### config.mk
export PLATFORM = sky130hd
export DESIGN_NAME = gdiv_u_acc
export DESIGN_NICKNAME = d
export VERILOG_FILES = /design/src/rtl/gdiv_u_acc.sv
export SDC_FILE = /design/constraint.sdc
export NUM_CORES = 1
export LEC_CHECK = 0
export CORE_UTILIZATION = 50
export DETAILED_ROUTE_END_ITERATION = 8
export GPL_ROUTABILITY_DRIVEN = 0
export PLACE_DENSITY = 0.75
export SETUP_SLACK_MARGIN = 0.5
export SYNTH_ARGS = -nofsm -noshare
export SYNTH_HDL_FRONTEND = slang
export SYNTH_SLANG_ARGS = --single-unit
### constraint.sdc
create_clock -name clk -period 1.8 [get_ports clk]
set_input_delay 0.27 -clock clk [delete_from_list [all_inputs] [get_ports clk]]
set_output_delay 0.27 -clock clk [all_outputs]
set_load 0.03 [all_outputs]
### src/rtl/gdiv_u_acc.sv
// Converts the stochastic divider's unary quotient stream into a binary ones count
// over a 2^WIN_W-cycle window, after a programmable warm-up, with a valid/ready result port.
module gdiv_u_acc #(
    parameter int unsigned WIN_W = 8,
    parameter int unsigned WARM  = 16,
    parameter int unsigned OUT_W = WIN_W + 1
) (
    input  logic             clk,
    input  logic             rst_n,
    input  logic             start,
    input  logic             in_bit,
    output logic             busy,
    output logic             out_valid,
    input  logic             out_ready,
    output logic [OUT_W-1:0] result,
    output logic             overrun
);

    localparam int unsigned    WCW       = (WARM < 1) ? 1 : $clog2(WARM + 1);
    localparam logic [WCW-1:0] WARM_LAST = WCW'((WARM > 0) ? (WARM - 1) : 0);

    typedef enum logic [1:0] {
        S_IDLE,
        S_WARM,
        S_ACC,
        S_HOLD
    } state_t;

    // With no warm-up an accepted start goes straight into accumulation.
    localparam state_t FIRST = (WARM == 0) ? S_ACC : S_WARM;

    state_t           state;
    state_t           state_next;
    logic [OUT_W-1:0] acc;
    logic [OUT_W-1:0] acc_sum;
    logic [WCW-1:0]   warm_cnt;
    logic [WIN_W-1:0] win_cnt;
    logic             accept;
    logic             stray;
    logic             warm_done;
    logic             win_done;

    assign acc_sum   = acc + OUT_W'(in_bit);
    assign warm_done = (warm_cnt == WARM_LAST);
    assign win_done  = (win_cnt == '1);

    always_ff @(posedge clk or negedge rst_n) begin
        if (!rst_n) begin
            state <= S_IDLE;
        end else begin
            state <= state_next;
        end
    end

    always_comb begin
        state_next = state;
        busy       = 1'b0;
        out_valid  = 1'b0;
        accept     = 1'b0;
        stray      = 1'b0;
        case (state)
            S_IDLE: begin
                if (start) begin
                    accept     = 1'b1;
                    state_next = FIRST;
                end
            end
            S_WARM: begin
                busy  = 1'b1;
                stray = start;
                if (warm_done) begin
                    state_next = S_ACC;
                end
            end
            S_ACC: begin
                busy  = 1'b1;
                stray = start;
                if (win_done) begin
                    state_next = S_HOLD;
                end
            end
            S_HOLD: begin
                out_valid = 1'b1;
                // A start coinciding with the transfer restarts without an idle bubble.
                if (out_ready) begin
                    if (start) begin
                        accept     = 1'b1;
                        state_next = FIRST;
                    end else begin
                        state_next = S_IDLE;
                    end
                end
            end
            default: state_next = S_IDLE;
        endcase
    end

    always_ff @(posedge clk or negedge rst_n) begin
        if (!rst_n) begin
            acc      <= '0;
            warm_cnt <= '0;
            win_cnt  <= '0;
            result   <= '0;
            overrun  <= 1'b0;
        end else if (accept) begin
            acc      <= '0;
            warm_cnt <= '0;
            win_cnt  <= '0;
            overrun  <= 1'b0;
        end else begin
            if (stray) begin
                overrun <= 1'b1;
            end
            if (state == S_WARM) begin
                warm_cnt <= warm_cnt + WCW'(1);
            end
            if (state == S_ACC) begin
                acc     <= acc_sum;
                win_cnt <= win_cnt + WIN_W'(1);
                // The final sample is folded into the published count on the same edge.
                if (win_done) begin
                    result <= acc_sum;
                end
            end
        end
    end

endmodule

Word-level counts from Yosys, hierarchy flattened:

Index checks and enable logic that the tools add are counted.

* memories: 0
* latch bits: 0
* output and inout bits: 12
* bits in writable memories: 0
* memory bits (read-only): 0
* register bits after elaboration: 34
* bits of input ports: 5
* logic and storage cells: 46

* magnitude comparators: 0
* bitwise gates (word level): 1
* mux-type cells: 20
* reductions and logical operators: 7
* add/subtract/negate cells: 3
* $mul: 0
* eq/ne operators: 9
* divide/modulo/power cells: 0
* shifts and indexed selects: 0

Operator list (number)
* $mux 9: 2
* $mux 8: 2
* $mux 5: 2
* $add 9x1->9: 1
* $add 8x1->8 const B: 1
* $eq 8x8->1 const B: 1
* $mux 1: 8
* $mux 2: 4
* $ne 2x2->1 const B: 4
* $pmux 2 s4: 1
* $reduce_bool 2->1: 3
* $add 5x1->5 const B: 1
* $eq 5x4->1 const B: 1
* $eq 2x2->1 const B: 2
* $reduce_and 4->1: 1
* $reduce_and 3->1: 1
* $eq 2x1->1 const B: 1
* $logic_not 2->1: 1
* $pmux 1 s2: 1
* $reduce_or 2->1: 1
* $not 1->1: 1

Longest topological paths before layout:

* depth in word-level cells: 5
* mapped depth: 7
* gate-level depth less buffers: 7

Worst setup path after synthesis:

No wires, ideal clock.

* kind: register to register
* start: register state[0]
* end: register result[0]
* setup time: 0.125 ns
* stages on the path, launching flop included: 6
* slack: -0.295 ns
* required time: 1.675 ns
* arrival time: 1.971 ns
* buffers on the path: 0
* clock period less this slack: 2.095 ns
* cell sequence: dfrtp_1 -> inv_1 -> ha_1 -> nor3_4 -> nor4b_4 -> mux2_2

* word-level cells in the longest chain between the ends: 4
* elaborated cells between the ends (all ways): 6
* those cells by class: eq/ne (2); mux (1); bitwise (1); reduce/logical (2)

Ends and longest elaborated chain
* from (decl): RTL line 32 `state_t state;`
* from (signal assigned): RTL line 51 `state <= state_next;`
* $eq 2x2->1 / $logic_not 2->1 (equally long branches): RTL line 61 `case (state)`
* $pmux 1 s2: RTL line 61
* $not 1->1 (no source line)
* $reduce_and 3->1 (no source line) *
* to (signal assigned): RTL line 122 `result <= acc_sum;`
* to (decl): RTL line 15 `output logic [OUT_W-1:0] result,`

Every way passes the cells marked *; elsewhere a longest branch is shown, timed or not.
A chain may end at the register's enable or synchronous reset.

Worst setup path in the final report:

* start: register warm_cnt[1]
* end: register state[0]

* word-level cells in the longest chain between the ends: 3

Ends and longest elaborated chain
* from (decl): RTL line 36 `logic [WCW-1:0] warm_cnt;`
* from (signal assigned): RTL line 115 `warm_cnt <= warm_cnt + WCW'(1);`
* $eq 5x4->1: RTL line 44 `assign warm_done = (warm_cnt == WARM_LAST);`
* $ne 2x2->1 (no source line)
* $reduce_and 4->1 (no source line)

Every way passes these cells.

==> flow_metrics.py <==
metrics = {
    "setup_path": {
        "critical_path.endpoint_type": "flop",
        "r2r.worst_path.cells": 8,
        "path_class": "reg2reg",
        "crit_fanout": 2,
        "startpoint_type": "flop",
        "reg2reg_slack_ns": -0.07,
        "arrival_ns": 2.12,
        "rr_endpoint": "state[0]",
        "required_ns": 2.05,
        "reg2reg_from": "warm_cnt[1]",
    },
    "route": {
        "ant_nets": 0,
        "wl_per_cell_um": 18.71,
        "drc": 0,
        "finalWirelength_um": 5015,
        "dr.first_iter.drc_count": 45,
        "viasPerCell": 5.716,
        "drtPass1Iterations": 4,
        "vias": 1532,
    },
    "clock_network": {
        "tritoncts": "built",
        "cts_root_buffer": "clkbuf_4",
        "cts_buffers": 5,
        "clock_sinks": 34,
        "clk_latency_ns": 0.36,
        "htreeDepth": 2,
        "cts-hold-fix-buffers": 0,
        "path_clk_slew_ns": 0.11,
        "cts_buffer_depth": 2,
    },
    "power": {
        "powerDensity_nw_per_um2": 1464,
        "irDropWorstVdd_uv": 1099,
        "p_total_w": 0.004009,
        "leakagePower_nw": 1.209,
    },
    "sta": {
        "hold_violations": 0,
        "worst_slew_pin_slew_ns": 0.4786,
        "fmax_ghz": 0.5351,
        "skew_ns": 0.01175,
        "final_max_slew_viol_count": 0,
        "min_period_ns": 1.869,
        "rsz0062_at_grt": "yes",
        "fin_ws_ns": -0.06872,
        "setup_viol": 11,
        "relSlewSlack": 0.6776,
        "timing.final.crit_share": 1.038,
    },
    "die": {
        "pin_count": 17,
        "rows": 21,
        "start_util": 0.5242,
        "die-area_um2": 3739,
        "fp.coreArea_um2": 3337,
        "die_y_um": 61.15,
        "die_x_um": 61.15,
    },
    "logic_synthesis": {
        "yosysTopAreaCellShare": 0.4864,
        "synthFlopType": "dfrtp_1",
        "async_flop_share": 1.000,
        "synth_area_um2": 1749,
        "syn_avg_cell_area_um2": 10.67,
        "yosys_warnings": 0,
        "ys_seq_area_frac": 0.4864,
        "synth_seq_cells": 34,
        "synth_edf_count": 0,
        "synthTopCellsByArea": "dfrtp_1, ha_1, xor2_1",
        "yosysTopAreaCell": "dfrtp_1",
        "syn_nets": 179,
        "ys_types": 28,
        "yosysMostFrequentCell": "dfrtp_1",
        "synth_common_cells": "dfrtp_1, nor2_1, xor2_1",
        "syn_inst": 164,
    },
    "grt": {
        "grt_max_degree": 35,
        "grt_overflow_total": 0,
        "antenna_found_initial": 0,
        "grt_pass1_wl_um": 7383,
        "grt_pass1_vias": 1461,
        "grtUsageTotal": 0.2855,
    },
    "min_path": {
        "hp-class": "in2async",
    },
    "job": {
        "max_cap_viol_count": 0,
    },
    "placement": {
        "place.detailed.hpwl_um": 2430,
        "port_buffers": 16,
    },
    "layout": {
        "drive_gt1_frac": 0.5495,
        "post-route-util": 0.8204,
        "fillers": 177,
        "nNetsFinal": 236,
        "syn2layout_area_growth_pct": 56.51,
        "diodes": 0,
    },
    "run_status": {
        "outcome": "finished with violations",
        "violations": "setup timing",
    },
}
## power by group
part,total (W),switching (W),internal [W]
clock network,0.000456,0.000267,0.000189
logic,0.00242,0.00113,0.00129
registers,0.00113,0.000199,0.000932
total,0.00401,0.00160,0.00241
## kinds of logic after synthesis
kind of cell	Yosys count	share of synthesized area
mux	13	0.08083
buf+inv	14	0.03004
fa+ha+maj	10	0.07153
flops	34	0.4864
xor+xnor	21	0.1052
compound gates	16	0.05722
simple gates	56	0.1688
## per-stage QoR
stage                     TNS [ns]  hold slack (ns)  std cells  instance area, um2  setup slack (ns)
after floorplan            -0.9947         -0.02559        164                1807           -0.1105
after global placement      -1.157           0.4887        238                2121           -0.1306
after detailed placement    -1.637           0.4968        238                2121           -0.1549
after CTS                        0           0.3243        259                2551           0.01277
after global routing       -0.7907           0.3537        268                2738           -0.1627
final                      -0.3137           0.3026        268                2738          -0.06872
## layout by cell type, fill, tap and decap left out, drive strengths merged
cell           netlist  routed
nor2                20      20
nor3                 3       3
mux2i                4       4
nor4                 1       1
xor2                14      14
o21ai                5       5
inv                  7       7
nand4                7       7
a31o                 1       1
dlygate4sd2          0       1
nand2                9       9
nor4b                1       1
buf                  1      53
or3                  3       3
mux2                 9       9
a21oi                5       5
dfrtp               34      34
and3                 4       4
clkbuf               6       7
nand3                7       7
a211oi               2       2
a222oi               1       1
ha                  10      10
xnor2                7       7
a31oi                2       2
clkdlybuf4s50        0       3
or2                  1       1
clkinv               0       1
## worst max-delay path by stage
stage / slack, ns / startpoint / to
floorplan: -0.11 / state[0] / result[0]
global placement: -0.13 / in_bit / result[8]
detailed placement: -0.15 / in_bit / result[8]
CTS: 0.01 / state[0] / result[1]
global route: -0.16 / win_cnt[1] / state[0]
finish: -0.07 / warm_cnt[1] / state[0]
## metal layers
| metal | vias up | track usage | wire length (um) |
|---|---|---|---|
| li1 | 680 | - | - |
| met1 | 793 | 0.3501 | 2055 |
| met2 | 43 | 0.4674 | 2581 |
| met3 | 16 | 0.07353 | 219 |
| met4 | 0 | 0.1429 | 159 |
| met5 | - | 0 | 0 |
## worst max-delay path, stage by stage, from the launching register on
cell and delay, ns:
dfrtp_1 0.38, ha_2 0.19, and3_4 0.20, ha_4 0.11, inv_1 0.03, a222oi_1 0.31
buf_4 0.20, a31oi_1 0.09, a31oi_1 0.25
## flip-flops by register name, indices dropped and copies added (netlist names)
name,cells
warm_cnt,5
acc,9
state,2
result,9
overrun,1
win_cnt,8
## repair_timing
action | 4_1_cts | 5_1_grt
pin swaps | 18 | 15
resized for setup | 93 | 56
cloned | 3 | 0
setup endpoints to repair | 45 | 43
buffers inserted | 10 | 9
## area by class of cell
type | instances | area [um2] | share of cell area
multi-input combinational | 116 | 1180 | 0.4310
sequential | 34 | 853.3 | 0.3117
timing repair buffer | 57 | 558.0 | 0.2038
tap | 46 | 57.56 | 0.02102
clock buffer | 7 | 55.05 | 0.02011
inverter | 7 | 28.78 | 0.01051
clock inverter | 1 | 5.005 | 0.001828
Power figures use the tool's default switching activity.
